==> src/rtl/ctrl_unit_if.sv <==
// Bus between the control/execute stage, the PC, instruction memory and data memory.
// The slave side is ctrl_unit; the master side is the surrounding system.
interface ctrl_unit_if #(
    parameter int ACC_W  = 8,
    parameter int ADDR_W = 5
);
    logic [ADDR_W-1:0] addr_i;
    logic [7:0]        instr_i;
    logic              jmp_en_o;
    logic [ADDR_W-1:0] jmp_addr_o;
    logic [ADDR_W-1:0] dmem_addr_o;
    logic [ACC_W-1:0]  dmem_data_i;
    logic              dmem_we_o;
    logic [ACC_W-1:0]  dmem_wdata_o;
    logic [ACC_W-1:0]  acc_o;
    logic              zero_o;
    logic              carry_o;
    logic              halt_o;

    modport slave (
        input  addr_i, instr_i, dmem_data_i,
        output jmp_en_o, jmp_addr_o, dmem_addr_o, dmem_we_o, dmem_wdata_o,
               acc_o, zero_o, carry_o, halt_o
    );

    modport master (
        output addr_i, instr_i, dmem_data_i,
        input  jmp_en_o, jmp_addr_o, dmem_addr_o, dmem_we_o, dmem_wdata_o,
               acc_o, zero_o, carry_o, halt_o
    );
endinterface

==> src/rtl/ctrl_unit.sv <==
// Control/execute stage of the accumulator computer: fetch register plus combinational
// execute of the IR, owning ACC, Z/C flags, the data-memory port and the PC jump request.
module ctrl_unit #(
    parameter int ACC_W  = 8,
    parameter int ADDR_W = 5
) (
    input  logic         clk_i,
    input  logic         rst_i,
    ctrl_unit_if.slave   bus
);
    typedef enum logic [0:0] {
        ST_RUN  = 1'b0,
        ST_HALT = 1'b1
    } state_t;

    localparam logic [2:0] OP_NOP = 3'b000;
    localparam logic [2:0] OP_LDA = 3'b001;
    localparam logic [2:0] OP_STA = 3'b010;
    localparam logic [2:0] OP_ADD = 3'b011;
    localparam logic [2:0] OP_SUB = 3'b100;
    localparam logic [2:0] OP_JMP = 3'b101;
    localparam logic [2:0] OP_JZ  = 3'b110;
    localparam logic [2:0] OP_HLT = 3'b111;

    state_t            state_r;
    state_t            state_nx_s;
    logic [7:0]        ir_r;
    logic [ADDR_W-1:0] ir_pc_r;
    logic              ir_valid_r;
    logic [ACC_W-1:0]  acc_r;
    logic              zero_r;
    logic              carry_r;

    logic [2:0]        op_s;
    logic [ADDR_W-1:0] opnd_s;
    logic              exec_s;
    logic [ACC_W:0]    sum_s;
    logic [ACC_W:0]    diff_s;
    logic [ACC_W-1:0]  acc_nx_s;
    logic              zero_nx_s;
    logic              carry_nx_s;
    logic              jmp_en_s;
    logic [ADDR_W-1:0] jmp_addr_s;
    logic              we_s;

    assign op_s   = ir_r[7:5];
    assign opnd_s = ir_r[ADDR_W-1:0];
    assign exec_s = ir_valid_r && (state_r == ST_RUN);
    assign sum_s  = {1'b0, acc_r} + {1'b0, bus.dmem_data_i};
    assign diff_s = {1'b0, acc_r} - {1'b0, bus.dmem_data_i};

    // Decode the IR into next ACC/flags/state and the jump and write requests.
    always_comb begin
        state_nx_s = state_r;
        acc_nx_s   = acc_r;
        zero_nx_s  = zero_r;
        carry_nx_s = carry_r;
        jmp_en_s   = 1'b0;
        jmp_addr_s = opnd_s;
        we_s       = 1'b0;
        if (state_r == ST_HALT) begin
            jmp_en_s   = 1'b1;
            jmp_addr_s = ir_pc_r;
        end else if (exec_s) begin
            case (op_s)
                OP_NOP: ;
                OP_LDA: begin
                    acc_nx_s  = bus.dmem_data_i;
                    zero_nx_s = (bus.dmem_data_i == {ACC_W{1'b0}});
                end
                OP_STA: we_s = 1'b1;
                OP_ADD: begin
                    acc_nx_s   = sum_s[ACC_W-1:0];
                    carry_nx_s = sum_s[ACC_W];
                    zero_nx_s  = (sum_s[ACC_W-1:0] == {ACC_W{1'b0}});
                end
                OP_SUB: begin
                    // Bit ACC_W of the widened difference is the borrow (ACC < M).
                    acc_nx_s   = diff_s[ACC_W-1:0];
                    carry_nx_s = diff_s[ACC_W];
                    zero_nx_s  = (diff_s[ACC_W-1:0] == {ACC_W{1'b0}});
                end
                OP_JMP: jmp_en_s = 1'b1;
                OP_JZ: begin
                    if (zero_r) begin
                        jmp_en_s = 1'b1;
                    end else begin
                        jmp_en_s = 1'b0;
                    end
                end
                OP_HLT: begin
                    jmp_en_s   = 1'b1;
                    jmp_addr_s = ir_pc_r;
                    state_nx_s = ST_HALT;
                end
                default: ;
            endcase
        end else begin
            jmp_en_s = 1'b0;
        end
    end

    // Architectural state: FSM, accumulator and flags.
    always_ff @(posedge clk_i) begin
        if (rst_i) begin
            state_r <= ST_RUN;
            acc_r   <= {ACC_W{1'b0}};
            zero_r  <= 1'b0;
            carry_r <= 1'b0;
        end else begin
            state_r <= state_nx_s;
            acc_r   <= acc_nx_s;
            zero_r  <= zero_nx_s;
            carry_r <= carry_nx_s;
        end
    end

    // Fetch register; a jump holds IR/ir_pc and drops the wrong-path instruction.
    always_ff @(posedge clk_i) begin
        if (rst_i) begin
            ir_r       <= 8'h00;
            ir_pc_r    <= {ADDR_W{1'b0}};
            ir_valid_r <= 1'b0;
        end else if (jmp_en_s) begin
            ir_valid_r <= 1'b0;
        end else begin
            ir_r       <= bus.instr_i;
            ir_pc_r    <= bus.addr_i;
            ir_valid_r <= 1'b1;
        end
    end

    // Reset masks the jump and write requests even when the IR holds a valid JMP/STA.
    assign bus.jmp_en_o     = jmp_en_s & ~rst_i;
    assign bus.jmp_addr_o   = jmp_addr_s;
    assign bus.dmem_we_o    = we_s & ~rst_i;
    assign bus.dmem_addr_o  = opnd_s;
    assign bus.dmem_wdata_o = acc_r;
    assign bus.acc_o        = acc_r;
    assign bus.zero_o       = zero_r;
    assign bus.carry_o      = carry_r;
    assign bus.halt_o       = (state_r == ST_HALT);
endmodule

==> src/flat_wrapper.sv <==
// flat-port wrapper written by rule: the top's interface ports become plain ports
module ctrl_unit_flat 
#(
    parameter int ACC_W  = 8,
    parameter int ADDR_W = 5
)
  (clk_i, rst_i, bus_addr_i, bus_instr_i, bus_dmem_data_i, bus_jmp_en_o, bus_jmp_addr_o, bus_dmem_addr_o, bus_dmem_we_o, bus_dmem_wdata_o, bus_acc_o, bus_zero_o, bus_carry_o, bus_halt_o);
  ctrl_unit_if #(.ACC_W(ACC_W), .ADDR_W(ADDR_W)) bus_i ();
  input  logic clk_i;
  input  logic rst_i;
  input wire logic [$bits(bus_i.addr_i)-1:0] bus_addr_i;
  input wire logic [$bits(bus_i.instr_i)-1:0] bus_instr_i;
  input wire logic [$bits(bus_i.dmem_data_i)-1:0] bus_dmem_data_i;
  output wire logic [$bits(bus_i.jmp_en_o)-1:0] bus_jmp_en_o;
  output wire logic [$bits(bus_i.jmp_addr_o)-1:0] bus_jmp_addr_o;
  output wire logic [$bits(bus_i.dmem_addr_o)-1:0] bus_dmem_addr_o;
  output wire logic [$bits(bus_i.dmem_we_o)-1:0] bus_dmem_we_o;
  output wire logic [$bits(bus_i.dmem_wdata_o)-1:0] bus_dmem_wdata_o;
  output wire logic [$bits(bus_i.acc_o)-1:0] bus_acc_o;
  output wire logic [$bits(bus_i.zero_o)-1:0] bus_zero_o;
  output wire logic [$bits(bus_i.carry_o)-1:0] bus_carry_o;
  output wire logic [$bits(bus_i.halt_o)-1:0] bus_halt_o;
  assign bus_i.addr_i = bus_addr_i;
  assign bus_i.instr_i = bus_instr_i;
  assign bus_i.dmem_data_i = bus_dmem_data_i;
  assign bus_jmp_en_o = bus_i.jmp_en_o;
  assign bus_jmp_addr_o = bus_i.jmp_addr_o;
  assign bus_dmem_addr_o = bus_i.dmem_addr_o;
  assign bus_dmem_we_o = bus_i.dmem_we_o;
  assign bus_dmem_wdata_o = bus_i.dmem_wdata_o;
  assign bus_acc_o = bus_i.acc_o;
  assign bus_zero_o = bus_i.zero_o;
  assign bus_carry_o = bus_i.carry_o;
  assign bus_halt_o = bus_i.halt_o;
  ctrl_unit #(.ACC_W(ACC_W), .ADDR_W(ADDR_W)) u_core (.clk_i(clk_i), .rst_i(rst_i), .bus(bus_i));
endmodule
==> config.mk <==
export PLATFORM = sky130hd
export DESIGN_NAME = ctrl_unit_flat
export DESIGN_NICKNAME = d
export VERILOG_FILES = /design/src/rtl/ctrl_unit_if.sv /design/src/rtl/ctrl_unit.sv /design/src/flat_wrapper.sv
export SDC_FILE = /design/constraint.sdc
export NUM_CORES = 1
export LEC_CHECK = 0
export ABC_AREA = 1
export CORE_ASPECT_RATIO = 1.4
export CORE_UTILIZATION = 50
export DETAILED_ROUTE_END_ITERATION = 16
export DONT_BUFFER_PORTS = 1
export GPL_ROUTABILITY_DRIVEN = 0
export HOLD_SLACK_MARGIN = 0.03
export PLACE_DENSITY = 0.68
export RECOVER_POWER = 25
export SLEW_MARGIN = 20
export SYNTH_ARGS = -nofsm -noshare
export SYNTH_HDL_FRONTEND = slang
export SYNTH_SLANG_ARGS = --single-unit
==> constraint.sdc <==
create_clock -name clk_i -period 1.52 [get_ports clk_i]
set_input_delay 0.304 -clock clk_i [delete_from_list [all_inputs] [get_ports clk_i]]
set_output_delay 0.304 -clock clk_i [all_outputs]
set_load 0.1 [all_outputs]
==> flow_summary.ini <==
[drt]
ant_nets = 0
firstDrtPassIters = 5
wl_mm = 8.89
drt_iter0_markers = 300
vias_per_cell = 6.19
wire_per_inst_um = 21.1
drcViolationCount = 0
vias = 2605

[critical_path]
critPathTopFamily = simple AND/OR/NAND/NOR gates
worst-r2r-cell-count = 12
cp_num_buf_inv = 1
worstSetupPathType = reg -> reg
max_stage_delay_ps = 390
cp_cell_sequence = ha_4 -> fa_2 -> nand2_2 -> nand2_4 -> nand3_2 -> nand2_1 -> nand2_1 -> nand2_1 -> nand2_1 -> nand3_1 -> o21ai_1 -> inv_1
r2r_slack_ps = -470
cp.depth = 12
arrival_ps = 2170
worstSetupEndpointType = flip-flop
critPathMaxFanout = 3
path_common_cell = nand2_1
critPathLaunchType = flip-flop
slowest_stage = fa_2
worstPathRequired_ps = 1700

[yosys]
ys_ff_latch = 25
yosysSeqAreaShare_pct = 24.3
syn_area_um2 = 2060
avgSynthCellArea_um2 = 6.50
synth_cell_type_count = 31
synth_nets = 359
async_reset_ff_share_pct = 0
synth_ff_type = dfxtp_1
synth_edf_count = 0
synth_warnings = 0
synthCells = 317

[hold_path]
hold_depth = 1
hold_path_class = in -> reg

[global_routing]
grt_max_degree = 15
grt_use_total_pct = 31.4
grt_pass1_wl_mm = 10.8
grt_pass1_vias = 2385
antenna_found_initial = 0
grt_overflow = 0

[clock_network]
cts_tree = built
path_clk_slew_ps = 90
root_buffer = clkbuf_8
clock_latency_ps = 280
hold_buffers = 0
h-tree-depth = 1
clkSinkCount = 25
clockBufferDepth = 2
cts_buffers = 3

[die]
die_x_um = 56.3
die_h_um = 78.0
dieArea_um2 = 4390
start_util_pct = 52.1
rows = 27
coreArea_um2 = 3950
io_pins = 54

[finish]
antenna_cells = 0
regArea_um2 = 543
multiInputGateArea_um2 = 1740
fin_nets = 421
layout_common_cells = buf_4 (48), nand2_1 (41), inv_1 (35), nand2_2 (29), nor2_1 (25)
fin_area_um2 = 3410
layout_commonest_cell = buf_4
fillerInstances = 189
finalNonFillerCells = 421
layout-drive-gt1-share_pct = 53.7
area_growth_pct = 65.5

[power]
power_density_nw_per_um2 = 812
leakagePower_uw = 0.00158
power_uw = 2770
max-vdd-ir-drop_uv = 870

[timing]
hold_viol = 0
fin_crit_sh_pct = 131
timing.fmax_ghz = 0.503
setup_slack_ps = -467
fin_crit_ps = 1990
setup_viol = 29
skew_ps = 2.08
rsz0062_at_grt = true
slew_headroom_pct = 61.7
tightest_slew_ps = 574
maxSlewViolCount = 0

[outcome]
status = complete, but fails checks
violations = negative setup slack

[placed_design]
place_ws_ps = -294
place_hpwl_mm = 4.59
io_buffers = 0
dp.cells = 396
place_area_um2 = 2750

[job]
drv_cap = 0
==> power by group <==
group	internal, uW	switching, uW
combinational	557	1040
sequential	699	55.4
clock	189	233
==> final timing paths <==
path                              end                 from
hold reg to reg     u_core.ir_pc_r[4]    u_core.ir_pc_r[4]
hold / removal      u_core.bus.halt_o                rst_i
setup / recovery  u_core.bus.acc_o[6]  u_core.bus.acc_o[0]
setup reg to reg  u_core.bus.acc_o[6]  u_core.bus.acc_o[0]
==> registers in the layout (all words and copies together), names as in the netlist <==
register and flops:
u_core.bus.acc_o 8, u_core.bus.carry_o 1, u_core.bus.halt_o 1, u_core.bus.zero_o 1
u_core.ir_pc_r 5, u_core.ir_r 8, u_core.ir_valid_r 1
==> cells in the mapped netlist, drive strengths merged (3+ instances only) <==
cell type   n  share of area, %
nand3      28               6.8
o21ai      19               4.6
inv        49               8.9
a22o        6               2.6
nor3        3               1.3
dfxtp      25                24
nand4       4               1.2
nor2       37               7.8
o221ai      5               2.1
buf        19               6.8
a21oi      11               2.7
nand2      80                15
ha         17                10
==> per-stage QoR <==
step	util, %	setup TNS, ps	hold slack [ps]
after floorplan	-	-2730	416
after global placement	69.6	-1150	369
after detailed placement	69.6	-1350	371
after CTS	79.0	-2240	82.3
after global routing	86.3	-6940	82.8
final	86.3	-5280	76.7
==> metal layers <==
metal  wire length [um]  GRT usage, %  share of wire, %  vias to the layer above
li1                   -             -                 -                     1136
met1               2970          32.9                33                     1224
met2               4620          59.6                52                      184
met3                686          4.83               7.7                       61
met4                608          15.1               6.8                        0
met5                  0             0                 0                        -
==> logic make-up (layout without fill, tap and decap cells) <==
group | after synthesis | count (layout) | synth area share [%]
xor gates and xnor gates | 2 | 2 | 0.850
buffers and inverters | 70 | 131 | 16.1
and+or+nand+nor | 154 | 154 | 32.4
AOI/OAI and AO/OA | 47 | 47 | 14.1
DFF | 25 | 25 | 24.3
adders and majority gates | 19 | 19 | 12.3
==> area by class of cell <==
cell class	instances	area share, %
tap	43	1.58
multi-input combinational	222	51.0
inverter	49	5.98
timing repair buffer	78	24.2
sequential	25	15.9
clock buffer	4	1.32
==> repair_timing <==
item | 4_1_cts | 5_1_grt
buffers inserted | 11 | 9
gates resized for setup | 62 | 64
cloned | 1 | 1
pin swaps | 39 | 41
endpoints found under the setup margin | 15 | 31
Power figures use the tool's default switching activity.
